**src/rtl/l2_pkg.sv**
```systemverilog
// l2_pkg: shared constants, cache mode encodings and arbiter state encoding
package l2_pkg;
  localparam int N_PROC = 4;
  localparam int IDX_W = 2;
  localparam logic [1:0] L2_WRITE = 2'b11;
  localparam logic [1:0] L2_READ = 2'b00;
  localparam logic [1:0] L2_IDLE = 2'b01;
  typedef enum logic [1:0] {IDLE, ISSUE, COMPLETE, RECOVER} state_t;
  function automatic logic [N_PROC-1:0] onehot(input logic [IDX_W-1:0] i);
    return N_PROC'(1) << i;
  endfunction
endpackage

```
**src/rtl/l2_arbiter_rr_pick4.sv**
```systemverilog
// rr_pick4: combinational 4-way round-robin picker, first request at or after rr wins
module rr_pick4
  import l2_pkg::*;
(
  input  logic [N_PROC-1:0] req,
  input  logic [IDX_W-1:0]  rr,
  output logic [IDX_W-1:0]  idx,
  output logic              valid
);
  always_comb begin
    valid = |req;
    idx = rr;
    for (int i = N_PROC - 1; i >= 0; i--)
      if (req[IDX_W'(rr + IDX_W'(i))]) idx = IDX_W'(rr + IDX_W'(i));
  end
endmodule

```
**src/rtl/l2_arbiter.sv**
```systemverilog
// l2_arbiter: round-robin sequencer sharing one L2 cache array among four cores
module l2_arbiter
  import l2_pkg::*;
#(
  parameter int ACCESS_CYCLES = 2,
  parameter int ADDR_W = 32,
  parameter int DATA_W = 64
) (
  input  logic                       clk,
  input  logic                       rst_n,
  input  logic [N_PROC-1:0]          req,
  input  logic [N_PROC-1:0]          we,
  input  logic [N_PROC*ADDR_W-1:0]   addr,
  input  logic [N_PROC*DATA_W-1:0]   wdata,
  output logic [N_PROC-1:0]          gnt,
  output logic [N_PROC-1:0]          done,
  output logic [DATA_W-1:0]          rdata,
  output logic [N_PROC-1:0]          inval,
  output logic [DATA_W-1:0]          l2_in,
  input  logic [DATA_W-1:0]          l2_out,
  output logic                       l2_ch,
  output logic [1:0]                 l2_mode,
  output logic [ADDR_W-1:0]          l2_st,
  output logic [IDX_W-1:0]           l2_procinfo,
  input  logic [N_PROC-1:0]          l2_sprocinfo
);
  state_t state, nxt;
  logic [3:0] cnt;
  logic [IDX_W-1:0] rr, widx, pidx;
  logic pvalid, cwe;
  logic [ADDR_W-1:0] caddr;
  logic [DATA_W-1:0] cdata;
  rr_pick4 u_pick (.req(req), .rr(rr), .idx(pidx), .valid(pvalid));
  always_comb begin
    nxt = (state == IDLE) ? (pvalid ? ISSUE : IDLE) :
          (state == ISSUE) ? ((cnt == 4'd0) ? COMPLETE : ISSUE) :
          (state == COMPLETE) ? RECOVER : IDLE;
  end
  always_ff @(posedge clk or negedge rst_n)
    if (!rst_n) state <= IDLE;
    else state <= nxt;
  // Request fields are frozen at grant; the cache sees only the captured copy.
  always_ff @(posedge clk or negedge rst_n) begin
    if (!rst_n) begin
      gnt <= '0;
      done <= '0;
      inval <= '0;
      rdata <= '0;
      rr <= '0;
      widx <= '0;
      cwe <= 1'b0;
      caddr <= '0;
      cdata <= '0;
      cnt <= '0;
    end else begin
      done <= '0;
      inval <= '0;
      if (state == IDLE && pvalid) begin
        gnt <= onehot(pidx);
        widx <= pidx;
        cwe <= we[pidx];
        caddr <= addr[pidx*ADDR_W +: ADDR_W];
        cdata <= wdata[pidx*DATA_W +: DATA_W];
        cnt <= 4'(ACCESS_CYCLES - 1);
      end
      if (state == ISSUE && cnt != 4'd0) cnt <= cnt - 4'd1;
      if (state == COMPLETE) begin
        gnt <= '0;
        done <= onehot(widx);
        inval <= cwe ? (l2_sprocinfo & ~onehot(widx)) : '0;
        rdata <= cwe ? rdata : l2_out;
        rr <= widx + IDX_W'(1);
      end
    end
  end
  assign l2_mode = (state == ISSUE) ? (cwe ? L2_WRITE : L2_READ) : L2_IDLE;
  assign l2_ch = (state != ISSUE);
  assign l2_st = caddr;
  assign l2_in = cdata;
  assign l2_procinfo = widx;
endmodule
```
**config.mk**
```make
export PLATFORM = sky130hd
export DESIGN_NAME = l2_arbiter
export DESIGN_NICKNAME = d
export VERILOG_FILES = /design/src/rtl/l2_pkg.sv /design/src/rtl/l2_arbiter_rr_pick4.sv /design/src/rtl/l2_arbiter.sv
export SDC_FILE = /design/constraint.sdc
export NUM_CORES = 1
export LEC_CHECK = 0
export ABC_AREA = 1
export CORE_AREA = 10 10 240 242
export CTS_BUF_LIST = sky130_fd_sc_hd__clkbuf_8
export DETAILED_ROUTE_END_ITERATION = 7
export DIE_AREA = 0 0 250 252
export GPL_ROUTABILITY_DRIVEN = 0
export PLACE_DENSITY = 0.47
export REMOVE_ABC_BUFFERS = 1
export SETUP_SLACK_MARGIN = 0.1
export SLEW_MARGIN = 30
export SYNTH_ARGS = -nofsm -noshare
export SYNTH_HDL_FRONTEND = slang
export SYNTH_SLANG_ARGS = --single-unit
```
**constraint.sdc**
```tcl
create_clock -name clk -period 2.3 [get_ports clk]
set_input_delay 0.46 -clock clk [delete_from_list [all_inputs] [get_ports clk]]
set_output_delay 0.46 -clock clk [all_outputs]
set_load 0.01 [all_outputs]
```
==> impl_metrics.env, run 1 <==
export IMPL_worstHoldPathType="in -> async"
export IMPL_netlist_cell_type_count=29
export IMPL_synthTopCellsByCount="nand2_1 (722), nand3_1 (395), inv_1 (217), dfrtp_1 (183), buf_2 (65)"
export IMPL_async_flop_share=1.00
export IMPL_final_util=0.408
export IMPL_criticalPathCategory="reg -> reg"
export IMPL_synth_top_area_frac=0.389
export IMPL_grt_pass1_vias=14300
export IMPL_synth_area_leaders="dfrtp_1 (39%), nand2_1 (23%), nand3_1 (17%), inv_1 (6.9%), mux2_2 (6.1%)"
export IMPL_viasPerCell=4.59
export IMPL_totalWireLength_um=71900
export IMPL_critical_path_top_delay_family="simple AND/OR/NAND/NOR gates"
export IMPL_path_buf_inv=3
export IMPL_ys_flop_type="dfrtp_1"
export IMPL_grt_setup_unrepaired="true"
export IMPL_clkLatencyLatePin_ns=0.58
export IMPL_hold_violations=0
export IMPL_area_growth_pct=82.1
export IMPL_yosys_warnings=0
export IMPL_track_usage=0.188
export IMPL_fmax_ghz=0.454
export IMPL_clock_path_buffers=2
export IMPL_power_mw=36.4
export IMPL_layout_cells_non_filler=3124
export IMPL_critPathMaxStageDelay_ns=0.49
export IMPL_initialDrtViolationCount=811
export IMPL_avgSynthCellArea_sq_um=6.70
export IMPL_cts_sinks=183
export IMPL_portBuffers=638
export IMPL_path_cells="buf_6, nand2_2, nand2_2, nand2_2, nand2_2, nand2_2, nand2_4, nand2_4, nand2_8, buf_12, nand2_8, buf_6, nand2_1, nand3_1, nand2_1, nand2_1, nand2_1"
export IMPL_yosysTopAreaCell="dfrtp_1"
export IMPL_drc_errors=0
export IMPL_finalCriticalPeriod_ns=2.20
export IMPL_wire_per_inst_um=23.0
export IMPL_arrival_ns=2.67
export IMPL_yosysSeqAreaShare=0.389
export IMPL_cpMaxStageDelayCell="dfrtp_2"
export IMPL_cts_buffers=17
export IMPL_hold_slack_ns=0.309
export IMPL_drv_slew=0
export IMPL_final_nets=2887
export IMPL_multiInputGateArea_sq_um=6240
export IMPL_core_sq_um=52400
export IMPL_post_place_cells=3021
export IMPL_grt_ovfl_total=0
export IMPL_cts_tree="yes"
export IMPL_rows=84
export IMPL_vdd_ir_drop_max_v=0.000993
export IMPL_hpwlAfterDp_um=47300
export IMPL_stdcell_area_sq_um=21400
export IMPL_crit_path_start_kind="flop"
export IMPL_setup_viol=0
export IMPL_io_pins=639
export IMPL_synth_edf_count=0
export IMPL_die_area_sq_um=63000
export IMPL_initial_core_util=0.224
export IMPL_grt_max_degree=73
export IMPL_drtPass1Iterations=5
export IMPL_antenna_left=0
export IMPL_maxCapViolations=0
export IMPL_post_place_ws_ns=-0.383
export IMPL_antenna_found_initial=11
export IMPL_fin_skew_ns=0.0200
export IMPL_vias=14300
export IMPL_ys_ff_latch=183
export IMPL_setup_tns_ns=0
export IMPL_crit_fanout=8
export IMPL_fin_crit_sh=0.957
export IMPL_die_w_um=250
export IMPL_syn_inst=1755
export IMPL_dieHeight_um=252
export IMPL_placed_area_sq_um=19200
export IMPL_end_kind="flop"
export IMPL_cts_max_level=4
export IMPL_worst_ep_required_time_ns=2.77
export IMPL_synth_area_sq_um=11800
export IMPL_nFillCells=5443
export IMPL_timing_critical_path_mode_cell="nand2_2"
export IMPL_grt_pass1_wl_um=90700
export IMPL_maxSlewHeadroom=0.655
export IMPL_synthMostInstantiatedCell="nand2_1"
export IMPL_setup_slack_ns=0.0992
export IMPL_status="completed"
export IMPL_worst_pin_slew_ns=0.516
export IMPL_cts_clk_slew_worst_paths_ns=0.11
export IMPL_cts_root_buf="clkbuf_8"
export IMPL_power_density_nw_per_um2=1700
export IMPL_p_leak_nw=10.7
export IMPL_final_layout_size_suffix_gt1_frac=0.144
export IMPL_regArea_sq_um=4580
[placed cells by master, fill, tap and decap left out, types with 7 or more instances in the layout]
cell type / instances
dfrtp_1: 180
buf_6: 16
clkdlybuf4s50_1: 634
clkbuf_16: 29
buf_4: 35
nand2_2: 49
inv_1: 216
clkbuf_8: 19
nand2_1: 668
nand2_4: 9
nor2_1: 11
buf_12: 33
mux2_2: 64
buf_16: 7
nand3_2: 47
nand3_1: 346
[metal layers]
metal | wire [um] | GRT usage | up-vias
met5 | 60 | 0 | -
met3 | 5300 | 0.0663 | 82
met1 | 29200 | 0.208 | 6901
li1 | - | - | 6811
met2 | 35800 | 0.331 | 525
met4 | 1590 | 0.0563 | 10
[final timing paths]
check	slack, ns	end	from	cells past startpoint
max in group asynchronous	1.28	rdata[13]	rst_n	3
min reg2reg	0.48	l2_in[21]	l2_in[21]	2
max	0.1	l2_in[49]	rr[0]	17
min	0.31	rdata[20]	rst_n	2
min in group clk	0.41	inval[0]	l2_sprocinfo[0]	3
max reg2reg	0.1	l2_in[49]	rr[0]	17
[state kept, by name, indices dropped and copies added (netlist names)]
register	count
inval	4
rdata	64
l2_procinfo	2
cnt	4
l2_in	64
l2_st	32
gnt	4
state	2
rr	2
cwe	1
done	4
[worst register-to-register path: cells and delay by family (launching register included)]
family | cells | cell delay, ns
and+or+nand+nor | 14 | 1.07
buffers and inverters | 3 | 0.55
DFF | 1 | 0.49
[repair_timing]
| item | in CTS | in global routing |
|---|---|---|
| setup buffers | 0 | 16 |
| gates cloned | 1 | 50 |
| hold endpoints to repair | 32 | 0 |
| resized for setup | 7 | 153 |
| pin swaps | 0 | 55 |
| hold buffers | 1 | 0 |
| setup endpoints to repair | 15 | 97 |
[logic make-up after synthesis]
group | after synthesis | synth area share
xor gates and xnor gates | 1 | 0.000745
buffers and inverters | 345 | 0.124
muxes | 64 | 0.0613
adders and majority gates | 5 | 0.00532
DFF | 183 | 0.389
and+or+nand+nor | 1139 | 0.410
AOI/OAI and AO/OA | 18 | 0.00872
[power breakdown]
group	switching, mW	internal (mW)	total, mW
logic	15.9	12.6	28.4
registers	0.899	4.80	5.70
clock network	1.45	0.802	2.25
total	18.2	18.2	36.4
[final cells by class]
class                      count  share of cell area
timing repair buffer         765               0.397
multi-input combinational   1229               0.291
sequential                   183               0.214
tap                          688              0.0402
inverter                     224              0.0397
clock buffer                  18              0.0116
clock inverter                12             0.00538
antenna                        5            0.000584
Power figures use the tool's default switching activity.
==> inputs of run 2 (changes only) <==
--- a/config.mk
+++ b/config.mk
@@ -6,12 +6,12 @@
 export NUM_CORES = 1
 export LEC_CHECK = 0
 export ABC_AREA = 1
-export CORE_AREA = 10 10 240 242
+export CORE_AREA = 10 10 242 244
 export CTS_BUF_LIST = sky130_fd_sc_hd__clkbuf_8
 export DETAILED_ROUTE_END_ITERATION = 7
-export DIE_AREA = 0 0 250 252
+export DIE_AREA = 0 0 252 254
 export GPL_ROUTABILITY_DRIVEN = 0
-export PLACE_DENSITY = 0.47
+export PLACE_DENSITY = 0.46
 export REMOVE_ABC_BUFFERS = 1
 export SETUP_SLACK_MARGIN = 0.1
 export SLEW_MARGIN = 30
==> run 2 against run 1 <==
  * Largest cell class unchanged
  * Global-route usage decreased by 0.10 points
  * Cell area decreased by 0.18%
  * Worst setup slack got worse by 0.013 ns
  * Die area increased by 1.6%
  * Critical path type unchanged
==> impl_metrics.env, run 2 (same netlist as run 1, synthesis figures left out) <==
export IMPL_final_layout_size_suffix_gt1_frac=0.145
export IMPL_worst_pin_slew_ns=0.600
export IMPL_p_leak_nw=10.7
export IMPL_worstHoldPathType="in -> reg"
export IMPL_die_area_sq_um=64000
export IMPL_dieHeight_um=254
export IMPL_io_pins=639
export IMPL_path_cells="clkinv_4, nand2_2, nand3_2, nand2_1, inv_2, nand2_2, nand2_4, nand2_4, nand2_8, buf_12, nand2_8, clkbuf_16, nand2_1, nand3_1, nand2_1, nand2_1, nand2_1"
export IMPL_initial_core_util=0.219
export IMPL_hold_violations=0
export IMPL_power_mw=35.3
export IMPL_antenna_left=0
export IMPL_clkLatencyLatePin_ns=0.57
export IMPL_critPathMaxStageDelay_ns=0.47
export IMPL_cts_buffers=17
export IMPL_vias=14100
export IMPL_grt_setup_unrepaired="true"
export IMPL_cts_tree="yes"
export IMPL_drc_errors=0
export IMPL_crit_cells=17
export IMPL_maxSlewHeadroom=0.600
export IMPL_setup_viol=0
export IMPL_status="completed"
export IMPL_track_usage=0.187
export IMPL_post_place_ws_ns=-0.407
export IMPL_cts_sinks=183
export IMPL_critical_path_top_delay_family="simple AND/OR/NAND/NOR gates"
export IMPL_totalWireLength_um=69200
export IMPL_clock_path_buffers=2
export IMPL_maxCapViolations=0
export IMPL_timing_critical_path_mode_cell="nand2_1"
export IMPL_vdd_ir_drop_max_v=0.000893
export IMPL_core_sq_um=53600
export IMPL_finalCriticalPeriod_ns=2.21
export IMPL_placed_area_sq_um=19400
export IMPL_grt_ovfl_total=0
export IMPL_grt_pass1_wl_um=89700
export IMPL_drtPass1Iterations=5
export IMPL_initialDrtViolationCount=719
export IMPL_stdcell_area_sq_um=21400
export IMPL_wire_per_inst_um=22.1
export IMPL_drv_slew=0
export IMPL_regArea_sq_um=4580
export IMPL_arrival_ns=2.69
export IMPL_rows=85
export IMPL_crit_path_start_kind="flop"
export IMPL_crit_fanout=12
export IMPL_grt_pass1_vias=14100
export IMPL_setup_slack_ns=0.0867
export IMPL_multiInputGateArea_sq_um=6250
export IMPL_grt_max_degree=65
export IMPL_mostFrequentLayoutCells="nand2_1 (657), clkdlybuf4s50_1 (634), nand3_1 (351)"
export IMPL_cts_root_buf="clkbuf_8"
export IMPL_area_growth_pct=81.7
export IMPL_cpMaxStageDelayCell="dfrtp_2"
export IMPL_viasPerCell=4.51
export IMPL_cts_max_level=4
export IMPL_fin_skew_ns=0.0157
export IMPL_worst_ep_required_time_ns=2.77
export IMPL_hpwlAfterDp_um=47200
export IMPL_power_density_nw_per_um2=1650
export IMPL_antenna_found_initial=7
export IMPL_die_w_um=252
export IMPL_final_nets=2883
export IMPL_nFillCells=5616
export IMPL_final_common_cell="nand2_1"
export IMPL_end_kind="flop"
export IMPL_criticalPathCategory="reg -> reg"
export IMPL_fmax_ghz=0.452
export IMPL_hold_path_cell_count=3
export IMPL_r2r_cells=17
export IMPL_cts_clk_slew_worst_paths_ns=0.12
export IMPL_portBuffers=638
export IMPL_fin_crit_sh=0.962
export IMPL_path_buf_inv=4
run 2: final cells by class:
type | count | share of cell area
Clock buffer | 17 | 0.0109
Sequential cell | 183 | 0.214
Timing Repair Buffer | 762 | 0.393
Multi-Input combinational cell | 1228 | 0.292
Antenna cell | 5 | 0.000585
Tap cell | 696 | 0.0407
Clock inverter | 15 | 0.00767
Inverter | 224 | 0.0398
run 2: timing repair:
action	CTS	global route
hold buffers	1	0
setup endpoints to repair	60	105
gates resized for setup	6	165
pin swaps	0	77
buffers inserted	0	23
gates cloned	1	33
hold endpoints to repair	57	0
run 2: through the flow:
| stage | setup TNS, ns | util | std cells | hold slack, ns |
|---|---|---|---|---|
| final | 0 | 0.399 | 3130 | 0.407 |
| after detailed placement | -30.33 | 0.361 | 3035 | 0.464 |
| after floorplan | -452.99 | - | 1634 | 0.164 |
| after global placement | -24.68 | 0.361 | 3035 | 0.464 |
| after global routing | -0.750 | 0.399 | 3127 | 0.378 |
| after CTS | 0 | 0.369 | 3069 | 0.343 |
run 2: path summary, 6_finish.rpt:
check	from	end	slack (ns)
max in group asynchronous	rst_n	l2_st[8]	1.12
min in group asynchronous	rst_n	rdata[4]	0.43
worst max-delay path	rr[0]	l2_in[54]	0.09
worst min register to register	l2_in[34]	l2_in[34]	0.48
worst max register to register	rr[0]	l2_in[54]	0.09
worst min-delay path	l2_sprocinfo[2]	inval[2]	0.41
run 2: layer usage:
layer | vias to the layer above | routed length (um) | GRT usage
li1 | 6799 | - | -
met1 | 6764 | 27500 | 0.210
met2 | 482 | 35000 | 0.327
met3 | 77 | 5100 | 0.0657
met4 | 6 | 1500 | 0.0547
met5 | - | 36 | 0
run 2: report_power, final:
group | switching, mW | leakage [nW] | total, mW | internal (mW)
Clock | 1.46 | 0.200 | 2.36 | 0.900
Combinational | 15.2 | 8.27 | 27.3 | 12.1
Sequential | 0.868 | 2.23 | 5.67 | 4.80
Total | 17.5 | 10.7 | 35.3 | 17.8
run 2: worst register-to-register path: stages (launching register included):
cell and delay, ns:
dfrtp_2 0.47, clkinv_4 0.12, nand2_2 0.10, nand3_2 0.08
nand2_1 0.08, inv_2 0.04, nand2_2 0.07, nand2_4 0.08
nand2_4 0.11, nand2_8 0.09, buf_12 0.18, nand2_8 0.16
clkbuf_16 0.21, nand2_1 0.06, nand3_1 0.08, nand2_1 0.08
nand2_1 0.06, nand2_1 0.05
